--- src/rtl/reg_write_sequencer.sv ---
// reg_write_sequencer
// Four-state instruction sequencer for the 8-bit CPU register file port side.
// It accepts one 32-bit instruction in IDLE and latches the fields it needs.
// In DECODE it registers the read/write addresses and ALU controls.
// In EXEC those controls are held while the register file and ALU settle.
// In WB it issues a single write strobe, or flags an unknown opcode as illegal.
// Every output is registered except READY, which is decoded from the state.

module reg_write_sequencer (
    input  logic        CLK,
    input  logic        RESET,
    input  logic [31:0] INSTRUCTION,
    input  logic        INSTR_VALID,
    output logic        READY,
    output logic [7:0]  PC,
    output logic [2:0]  READREG1,
    output logic [2:0]  READREG2,
    output logic [2:0]  WRITEREG,
    output logic        WRITEENABLE,
    output logic [2:0]  ALUOP,
    output logic [7:0]  IMMEDIATE,
    output logic        IMMSEL,
    output logic        NEGSEL,
    output logic        ILLEGAL,
    output logic [15:0] RETIRED
);

    typedef enum logic [1:0] {
        S_IDLE   = 2'd0,
        S_DECODE = 2'd1,
        S_EXEC   = 2'd2,
        S_WB     = 2'd3
    } state_t;

    localparam logic [2:0] ALU_FORWARD = 3'b000;
    localparam logic [2:0] ALU_ADD     = 3'b001;
    localparam logic [2:0] ALU_AND     = 3'b010;
    localparam logic [2:0] ALU_OR      = 3'b011;

    // Decoded control bundle: {legal, aluop[2:0], immsel, negsel}
    typedef struct packed {
        logic       legal;
        logic [2:0] aluop;
        logic       immsel;
        logic       negsel;
    } ctrl_t;

    state_t      r_state;
    logic [7:0]  r_opcode;
    logic [2:0]  r_dest;
    logic [2:0]  r_src1;
    logic [7:0]  r_src2;
    logic        r_legal;
    logic [7:0]  r_pc;
    logic [2:0]  r_readreg1;
    logic [2:0]  r_readreg2;
    logic [2:0]  r_writereg;
    logic        r_writeenable;
    logic [2:0]  r_aluop;
    logic [7:0]  r_immediate;
    logic        r_immsel;
    logic        r_negsel;
    logic        r_illegal;
    logic [15:0] r_retired;

    ctrl_t       w_ctrl;
    logic        w_unused_fields;

    // Opcode decode. Unknown opcodes get loadi-style controls but are not legal,
    // so no write-back happens for them.
    function automatic ctrl_t f_decode(input logic [7:0] opcode);
        ctrl_t c;
        c = '{legal: 1'b0, aluop: ALU_FORWARD, immsel: 1'b1, negsel: 1'b0};
        case (opcode)
            8'h00: c = '{legal: 1'b1, aluop: ALU_FORWARD, immsel: 1'b1, negsel: 1'b0};
            8'h01: c = '{legal: 1'b1, aluop: ALU_FORWARD, immsel: 1'b0, negsel: 1'b0};
            8'h02: c = '{legal: 1'b1, aluop: ALU_ADD,     immsel: 1'b0, negsel: 1'b0};
            8'h03: c = '{legal: 1'b1, aluop: ALU_ADD,     immsel: 1'b0, negsel: 1'b1};
            8'h04: c = '{legal: 1'b1, aluop: ALU_AND,     immsel: 1'b0, negsel: 1'b0};
            8'h05: c = '{legal: 1'b1, aluop: ALU_OR,      immsel: 1'b0, negsel: 1'b0};
            default: c = '{legal: 1'b0, aluop: ALU_FORWARD, immsel: 1'b1, negsel: 1'b0};
        endcase
        return c;
    endfunction

    // Decode the latched opcode so the input bus may change after acceptance
    always_comb begin
        w_ctrl = f_decode(r_opcode);
    end

    // Upper bits of the register fields are architecturally ignored
    assign w_unused_fields = ^{INSTRUCTION[23:19], INSTRUCTION[15:11]};

    // Sequencer state, instruction latch and all registered outputs.
    // The reset is asynchronous, so an in-flight write strobe drops immediately.
    always_ff @(posedge CLK or negedge RESET) begin
        if (!RESET) begin
            r_state       <= S_IDLE;
            r_opcode      <= 8'h00;
            r_dest        <= 3'd0;
            r_src1        <= 3'd0;
            r_src2        <= 8'h00;
            r_legal       <= 1'b0;
            r_pc          <= 8'h00;
            r_readreg1    <= 3'd0;
            r_readreg2    <= 3'd0;
            r_writereg    <= 3'd0;
            r_writeenable <= 1'b0;
            r_aluop       <= ALU_FORWARD;
            r_immediate   <= 8'h00;
            r_immsel      <= 1'b0;
            r_negsel      <= 1'b0;
            r_illegal     <= 1'b0;
            r_retired     <= 16'h0000;
        end else begin
            case (r_state)
                S_IDLE: begin
                    r_writeenable <= 1'b0;
                    r_illegal     <= 1'b0;
                    if (INSTR_VALID) begin
                        r_opcode <= INSTRUCTION[31:24];
                        r_dest   <= INSTRUCTION[18:16];
                        r_src1   <= INSTRUCTION[10:8];
                        r_src2   <= INSTRUCTION[7:0];
                        // 8-bit PC wraps naturally from 0xFC to 0x00
                        r_pc     <= r_pc + 8'd4;
                        r_state  <= S_DECODE;
                    end
                end
                S_DECODE: begin
                    r_readreg1  <= r_src1;
                    r_readreg2  <= r_src2[2:0];
                    r_writereg  <= r_dest;
                    r_immediate <= r_src2;
                    r_aluop     <= w_ctrl.aluop;
                    r_immsel    <= w_ctrl.immsel;
                    r_negsel    <= w_ctrl.negsel;
                    r_legal     <= w_ctrl.legal;
                    r_state     <= S_EXEC;
                end
                S_EXEC: begin
                    // Controls stay put; the write strobe or illegal flag
                    // becomes visible for exactly the WB cycle.
                    if (r_legal) begin
                        r_writeenable <= 1'b1;
                        r_retired     <= r_retired + 16'd1;
                    end else begin
                        r_illegal     <= 1'b1;
                    end
                    r_state <= S_WB;
                end
                S_WB: begin
                    r_writeenable <= 1'b0;
                    r_illegal     <= 1'b0;
                    r_state       <= S_IDLE;
                end
                default: begin
                    r_writeenable <= 1'b0;
                    r_illegal     <= 1'b0;
                    r_state       <= S_IDLE;
                end
            endcase
        end
    end

    assign READY       = (r_state == S_IDLE);
    assign PC          = r_pc;
    assign READREG1    = r_readreg1;
    assign READREG2    = r_readreg2;
    assign WRITEREG    = r_writereg;
    assign WRITEENABLE = r_writeenable;
    assign ALUOP       = r_aluop;
    assign IMMEDIATE   = r_immediate;
    assign IMMSEL      = r_immsel;
    assign NEGSEL      = r_negsel;
    assign ILLEGAL     = r_illegal;
    assign RETIRED     = r_retired;

endmodule

--- config.mk ---
export PLATFORM = sky130hd
export DESIGN_NAME = reg_write_sequencer
export DESIGN_NICKNAME = d
export VERILOG_FILES = /design/src/rtl/reg_write_sequencer.sv
export SDC_FILE = /design/constraint.sdc
export NUM_CORES = 1
export LEC_CHECK = 0
export BUFFER_PORTS_ARGS = -buffer_cell sky130_fd_sc_hd__buf_2
export CORE_AREA = 5 5 96 98
export CTS_CLUSTER_DIAMETER = 50
export DETAILED_ROUTE_END_ITERATION = 6
export DIE_AREA = 0 0 101 103
export PLACE_DENSITY = 0.55
export SYNTH_ARGS = -nofsm -noshare
export SYNTH_HDL_FRONTEND = slang
export SYNTH_SLANG_ARGS = --single-unit
export TNS_END_PERCENT = 20
--- constraint.sdc ---
create_clock -name CLK -period 1.87 [get_ports CLK]
set_input_delay 0.0935 -clock CLK [delete_from_list [all_inputs] [get_ports CLK]]
set_output_delay 0.0935 -clock CLK [all_outputs]
set_load 0.01 [all_outputs]
==> results of run 1 <==
==> final timing paths <==
check,to,cells past startpoint,start,slack (ps)
max,r_src1[2],5,r_state[0],290
min,RETIRED[4],3,RESET,310
max reg2reg,r_src1[2],5,r_state[0],290
min reg2reg,PC[7],1,PC[7],470
max in group asynchronous,r_src2[4],3,RESET,1270
min in group CLK,PC[7],1,PC[7],470
==> worst reg2reg max path, stage by stage (launching register included) <==
cell and delay (ps):
dfrtp_1 370, inv_1 70, ha_1 210, nand2_1 260, buf_4 210, mux2_2 340
==> cell families after synthesis <==
kind of cell | after synthesis | share of synthesized area
AO/OA/AOI/OAI | 10 | 0.0257
other | 1 | 0.00133
buffers and inverters | 18 | 0.0332
multiplexers | 42 | 0.167
AND/OR/NAND/NOR | 45 | 0.0944
adder cells (fa/ha/maj) | 5 | 0.0222
XOR/XNOR | 20 | 0.0621
flip-flops | 67 | 0.594
==> registers in the layout, indices dropped and copies added, names as in the netlist <==
signal and flops:
ALUOP 2, ILLEGAL 1, IMMEDIATE 6, IMMSEL 1, NEGSEL 1, PC 6
READREG1 3, READREG2 2, RETIRED 16, WRITEENABLE 1, WRITEREG 3, r_dest 3
r_legal 1, r_opcode 8, r_src1 3, r_src2 8, r_state 2
==> layer usage <==
layer	vias to the layer above	wire length (µm)	track usage
met4	0	80	0.0460
met2	57	2620	0.193
met1	940	2440	0.144
met3	9	552	0.0528
li1	916	-	-
met5	-	0	0
==> layout make-up <==
| class | count | area (µm²) |
|---|---|---|
| Clock inverter | 4 | 48.8 |
| Multi-Input combinational cell | 125 | 1060 |
| Inverter | 8 | 30.0 |
| Clock buffer | 12 | 155 |
| Tap cell | 108 | 135 |
| Fill cell | 772 | 4590 |
| Sequential cell | 67 | 1680 |
| Timing Repair Buffer | 103 | 683 |
==> synthesized netlist by cell type, types with 2 or more instances <==
library cell / n / area (µm²)
a22o_1: 2 / 17.5
buf_2: 3 / 15.0
buf_4: 6 / 45.0
dfrtp_1: 67 / 1680
ha_1: 5 / 62.6
inv_1: 8 / 30.0
mux2_2: 41 / 462
nand2_1: 11 / 41.3
nand3_1: 8 / 40.0
nand4_1: 3 / 18.8
nand4b_1: 2 / 17.5
nor2_1: 10 / 37.5
nor3_2: 3 / 30.0
o21ai_0: 3 / 15.0
or2_2: 2 / 12.5
xnor2_1: 14 / 123
xor2_1: 6 / 52.6
==> power by group <==
group / total (µW) / switching (µW) / internal (µW)
sequential: 2370 / 372 / 1990
clock: 1220 / 532 / 687
combinational: 1840 / 811 / 1030
==> through the flow <==
stage                     area (µm²)  hold slack [ps]
after floorplan                 2830             -202
after global placement          3340              151
after detailed placement        3340              149
after CTS                       3790              315
after global routing            3790              341
final                           3790              310
==> impl_metrics.tcl, run 1 <==
set metrics [dict create \
    antenna_cells 0 \
    grt_pass1_vias 2037 \
    ys.flop_type "dfrtp_1" \
    mostFrequentLayoutCells "buf_2 (70), dfrtp_1 (67), mux2_2 (41)" \
    cp_cell_sequence "inv_1 -> ha_1 -> nand2_1 -> buf_4 -> mux2_2" \
    fin_total_pwr_uw 5430 \
    design.final.nets 354 \
    path_clk_slew_ps 70 \
    ctsHoldBuffers 24 \
    die_w_um 101 \
    clk_latency_ps 330 \
    vias 1922 \
    min_period_over_period 0.847 \
    post-place-ws_ps 279 \
    start_util 0.337 \
    skew_ps 10.6 \
    utilization 0.452 \
    critPathMaxFanout 6 \
    crit_family "flip-flops" \
    status "finished clean" \
    final_common_cell "buf_2" \
    min_period_ps 1580 \
    syn_area_um2 2820 \
    groute.usage.overall 0.121 \
    area_growth_pct 34.2 \
    post-place-cells 387 \
    ant_nets 0 \
    end_kind "flip-flop" \
    io_buffers 70 \
    power.density_nw_per_um2 1430 \
    rsz0062_at_grt "false" \
    critPathKind "flip-flop to flip-flop" \
    hpwlAfterDp_mm 3.93 \
    grt_pass1_wl_mm 9.83 \
    overflow 0 \
    setup_tns_ps 0 \
    async_reset_ff_frac 1.00 \
    avgSynthCellArea_um2 13.6 \
    cp.arrival_ps 1800 \
    yosys_register_bits 67 \
    cts_max_path_buffers 2 \
    drc 0 \
    post-cts-setup-buffers 0 \
    viasPerCell 4.50 \
    synth_edf_count 0 \
    cp_num_buf_inv 2 \
    ios 84 \
    report.final.slew_viol_count 0 \
    grt_start_max_net_pins 68 \
    antenna_found_initial 0 \
    core_area_um2 8380 \
    crit_slowest_cell "dfrtp_1" \
    yosys_warnings 0 \
    netlist_instances 208 \
    fmax_ghz 0.631 \
    leakage_uw 0.00181 \
    crit_path_start_kind "flip-flop" \
    chipHeight_um 103 \
    cts_root_buffer "clkbuf_8" \
    layout.cells.non_filler 427 \
    ir_worst_vdd_mv 0.707 \
    die_area_um2 10400 \
    worst_slack_ps 286 \
    cts_tree "built" \
    cap_violations 0 \
    setup_viol 0 \
    place_congestion 0.665 \
    drt_iter0_drc 28 \
    ys_seq_area_frac 0.594 \
    synth_cell_type_count 31 \
    final_hold_viol_count 0 \
    hold_path_class "primary input to asynchronous set/reset pin" \
    cts_sinks 67 \
    drive_gt1_frac 0.455 \
    numCtsBuffers 9 \
    routed_wl_mm 5.69 \
    drtPass1Iterations 4 \
    slowest_delay_ps 370 \
    detail_route.wl_per_cell_um 13.3 \
    cp_data_required_time_ps 2080 \
    cts_resized 0 \
    cts-htree-levels 3 \
    rows 34 \
]
(Power assumes the default switching activity.)
==> run 2, diff against run 1 <==
Settings changed: ABC_AREA from default to 1, CORE_AREA 5 5 96 98 to 5 5 98 100, DIE_AREA 0 0 101 103 to 0 0 103 105, PLACE_DENSITY 0.55 to 0.57.
Clock period 1.87 ns to 1.4 ns, I/O delays scaled along.
==> run 2 against run 1 <==
Effect of this change: sequential power rose by 25%; total power increased by 36%; area after synthesis grew 3.5%; worst hold slack worse by 230 ps; routed wire length rose by 18%; clock power increased by 65%; fmax is 15% higher; clock-buffer cell count is 1 lower; combinational power is 32% higher; cell area increased by 7.3%; via count up 26%.
==> impl_metrics.tcl, run 2 <==
set metrics [dict create \
    leakage_uw 0.00224 \
    synth_mux_area_frac 0 \
    ys_top_cells_by_count "nand2_1 (137), dfrtp_1 (67), inv_1 (33)" \
    start_util 0.340 \
    min_period_over_period 0.985 \
    ir_worst_vdd_mv 0.828 \
    die_w_um 103 \
    ios 84 \
    seq_power_share 0.401 \
    routed_wl_mm 6.70 \
    antenna_found_initial 0 \
    switching_power_uw 2490 \
    ys_seq_area_frac 0.574 \
    place_congestion 0.754 \
    worst_slack_ps 21.1 \
    numCtsBuffers 9 \
    yosysTopAreaCellShare 0.574 \
    crit_family "simple AND/OR/NAND/NOR gates" \
    viasPerCell 4.36 \
    skew_ps 7.79 \
    ant_nets 0 \
    synth.area.top_cells "dfrtp_1 (57%), nand2_1 (18%), inv_1 (4.2%), xor2_1 (2.4%), ha_1 (2.1%)" \
    fillers 868 \
    area_growth_pct 39.2 \
    fmax_ghz 0.725 \
    chipHeight_um 105 \
    synth_adder_area_share 0.0214 \
    grt_pass1_vias 2450 \
    reg2reg_from "r_state[0]" \
    synth-simple-area-share 0.263 \
    slowest_delay_ps 390 \
    avgSynthCellArea_um2 8.85 \
    netlist_instances 330 \
    drt_iter0_drc 72 \
    mostFrequentLayoutCells "nand2_1 (134), buf_2 (70), dfrtp_1 (67)" \
    hpwlAfterDp_mm 4.74 \
    yosys_register_bits 67 \
    synth_top_family_by_area "simple AND/OR/NAND/NOR gates" \
    async_reset_ff_frac 1.00 \
    crit_path_start_kind "flip-flop" \
    synth_cell_type_count 25 \
    clkPwrFrac 0.271 \
    die_area_um2 10800 \
    setup_viol 0 \
    cts-htree-levels 3 \
    rows 34 \
    synth_compound_area_frac 0.0257 \
    path_common_cell "nand2_4" \
    post-place-ws_ps -55.3 \
    p_int_uw 4900 \
    largest_register_ffs 16 \
    hp-start "INSTR_VALID" \
    io_buffers 70 \
    cp.arrival_ps 1610 \
    critPathMaxFanout 7 \
    drive_gt1_frac 0.283 \
    final_common_cell "nand2_1" \
    cap_violations 0 \
    pwr-share-comb 0.328 \
    p_sw_frac 0.337 \
    yosysTopAreaCell "dfrtp_1" \
    cp_num_buf_inv 2 \
    power.density_nw_per_um2 1820 \
    rsz0062_at_grt "true" \
    end_kind "flip-flop" \
    cts_tree "built" \
    drtPass1Iterations 4 \
    cp_data_required_time_ps 1640 \
    startpoint "r_state[0]" \
    core_area_um2 8590 \
    grt_start_max_net_pins 21 \
    cts_root_buffer "clkbuf_8" \
    cp_cell_sequence "inv_2 -> ha_4 -> nand2_4 -> nor2_4 -> nand2_4 -> nor2_8 -> xor2_1 -> inv_1" \
    design.final.nets 481 \
    status "finished clean" \
    hold_path_class "primary input to flip-flop" \
    groute.usage.overall 0.134 \
    drc 0 \
    antenna_cells 0 \
    grt_pass1_wl_mm 11.5 \
    syn_area_um2 2920 \
    overflow 0 \
    crit_slowest_cell "dfrtp_1" \
    min_period_ps 1380 \
    clk_latency_ps 340 \
    synth_most_common_cell "nand2_1" \
    synth_xor_area_frac 0.0420 \
    path_clk_slew_ps 70 \
    detail_route.wl_per_cell_um 12.1 \
    vias 2413 \
    holdWs_ps 79.0 \
    critPathKind "flip-flop to flip-flop" \
    cts_max_path_buffers 2 \
    final_hold_viol_count 0 \
    report.final.slew_viol_count 0 \
    synth_edf_count 0 \
    cts_sinks 67 \
    ys.flop_type "dfrtp_1" \
    yosys_warnings 0 \
    setup_tns_ps 0 \
]
## run 2: final timing paths
path / end / slack, ps / cells after the start
worst max register to register: RETIRED[9] / 20 / 8
worst max-delay path: RETIRED[9] / 20 / 8
worst min-delay path: r_state[1] / 80 / 4
min in group asynchronous: r_src1[2] / 230 / 2
max in group asynchronous: RETIRED[4] / 630 / 3
worst min register to register: WRITEREG[2] / 470 / 2
## run 2: power by group through the flow
stage	sequential (µW)	clock [µW]	combinational, µW
global route	3060	2130	2770
detailed placement	2990	0	2270
CTS	2970	2070	2370
finish	2970	2010	2420
floorplan	3070	0	1280
global placement	2970	0	2220
## run 2: per-layer routing
layer,vias up,share of wire,track usage
met5,-,0,0
met2,52,0.47,0.208
li1,1221,-,-
met3,10,0.050,0.0260
met4,0,0.020,0.0611
met1,1130,0.46,0.180
## run 2: area by class of cell
type                            instances  area, µm²  area share
Clock buffer                           11        151      0.0372
Inverter                               34        128      0.0314
Sequential cell                        67       1680       0.412
Multi-Input combinational cell        217       1120       0.275
Clock inverter                          4       97.6      0.0240
Timing Repair Buffer                  112        761       0.187
Tap cell                              108        135      0.0332
## run 2: cell families after synthesis
kind of cell             Yosys count
AND/OR/NAND/NOR                  181
flip-flops                        67
buffers and inverters             48
AO/OA/AOI/OAI                     14
XOR/XNOR                          14
adder cells (fa/ha/maj)            5
other                              1
## run 2: what timing repair did
item / in CTS / in global routing
hold endpoints to repair: 66 / 0
resized for setup: 7 / 11
buffers inserted: 0 / 1
hold buffers: 23 / 0
pin swaps: 2 / 7
endpoints found under the setup margin: 12 / 56
## run 2: through the flow
stage / instances / power (µW) / instance area, µm² / util
after global routing: 553 / 7960 / 4070 / 0.473
after global placement: 514 / 5180 / 3500 / 0.408
final: 553 / 7400 / 4070 / 0.473
after CTS: 552 / 7410 / 4010 / 0.467
after floorplan: 332 / 4350 / 2930 / -
after detailed placement: 514 / 5260 / 3500 / 0.408
## run 2: tightest hold or removal path, cell delays in order
cell	delay, ps
buf_2	100
nor2_1	70
nor2_1	80
a21oi_1	50
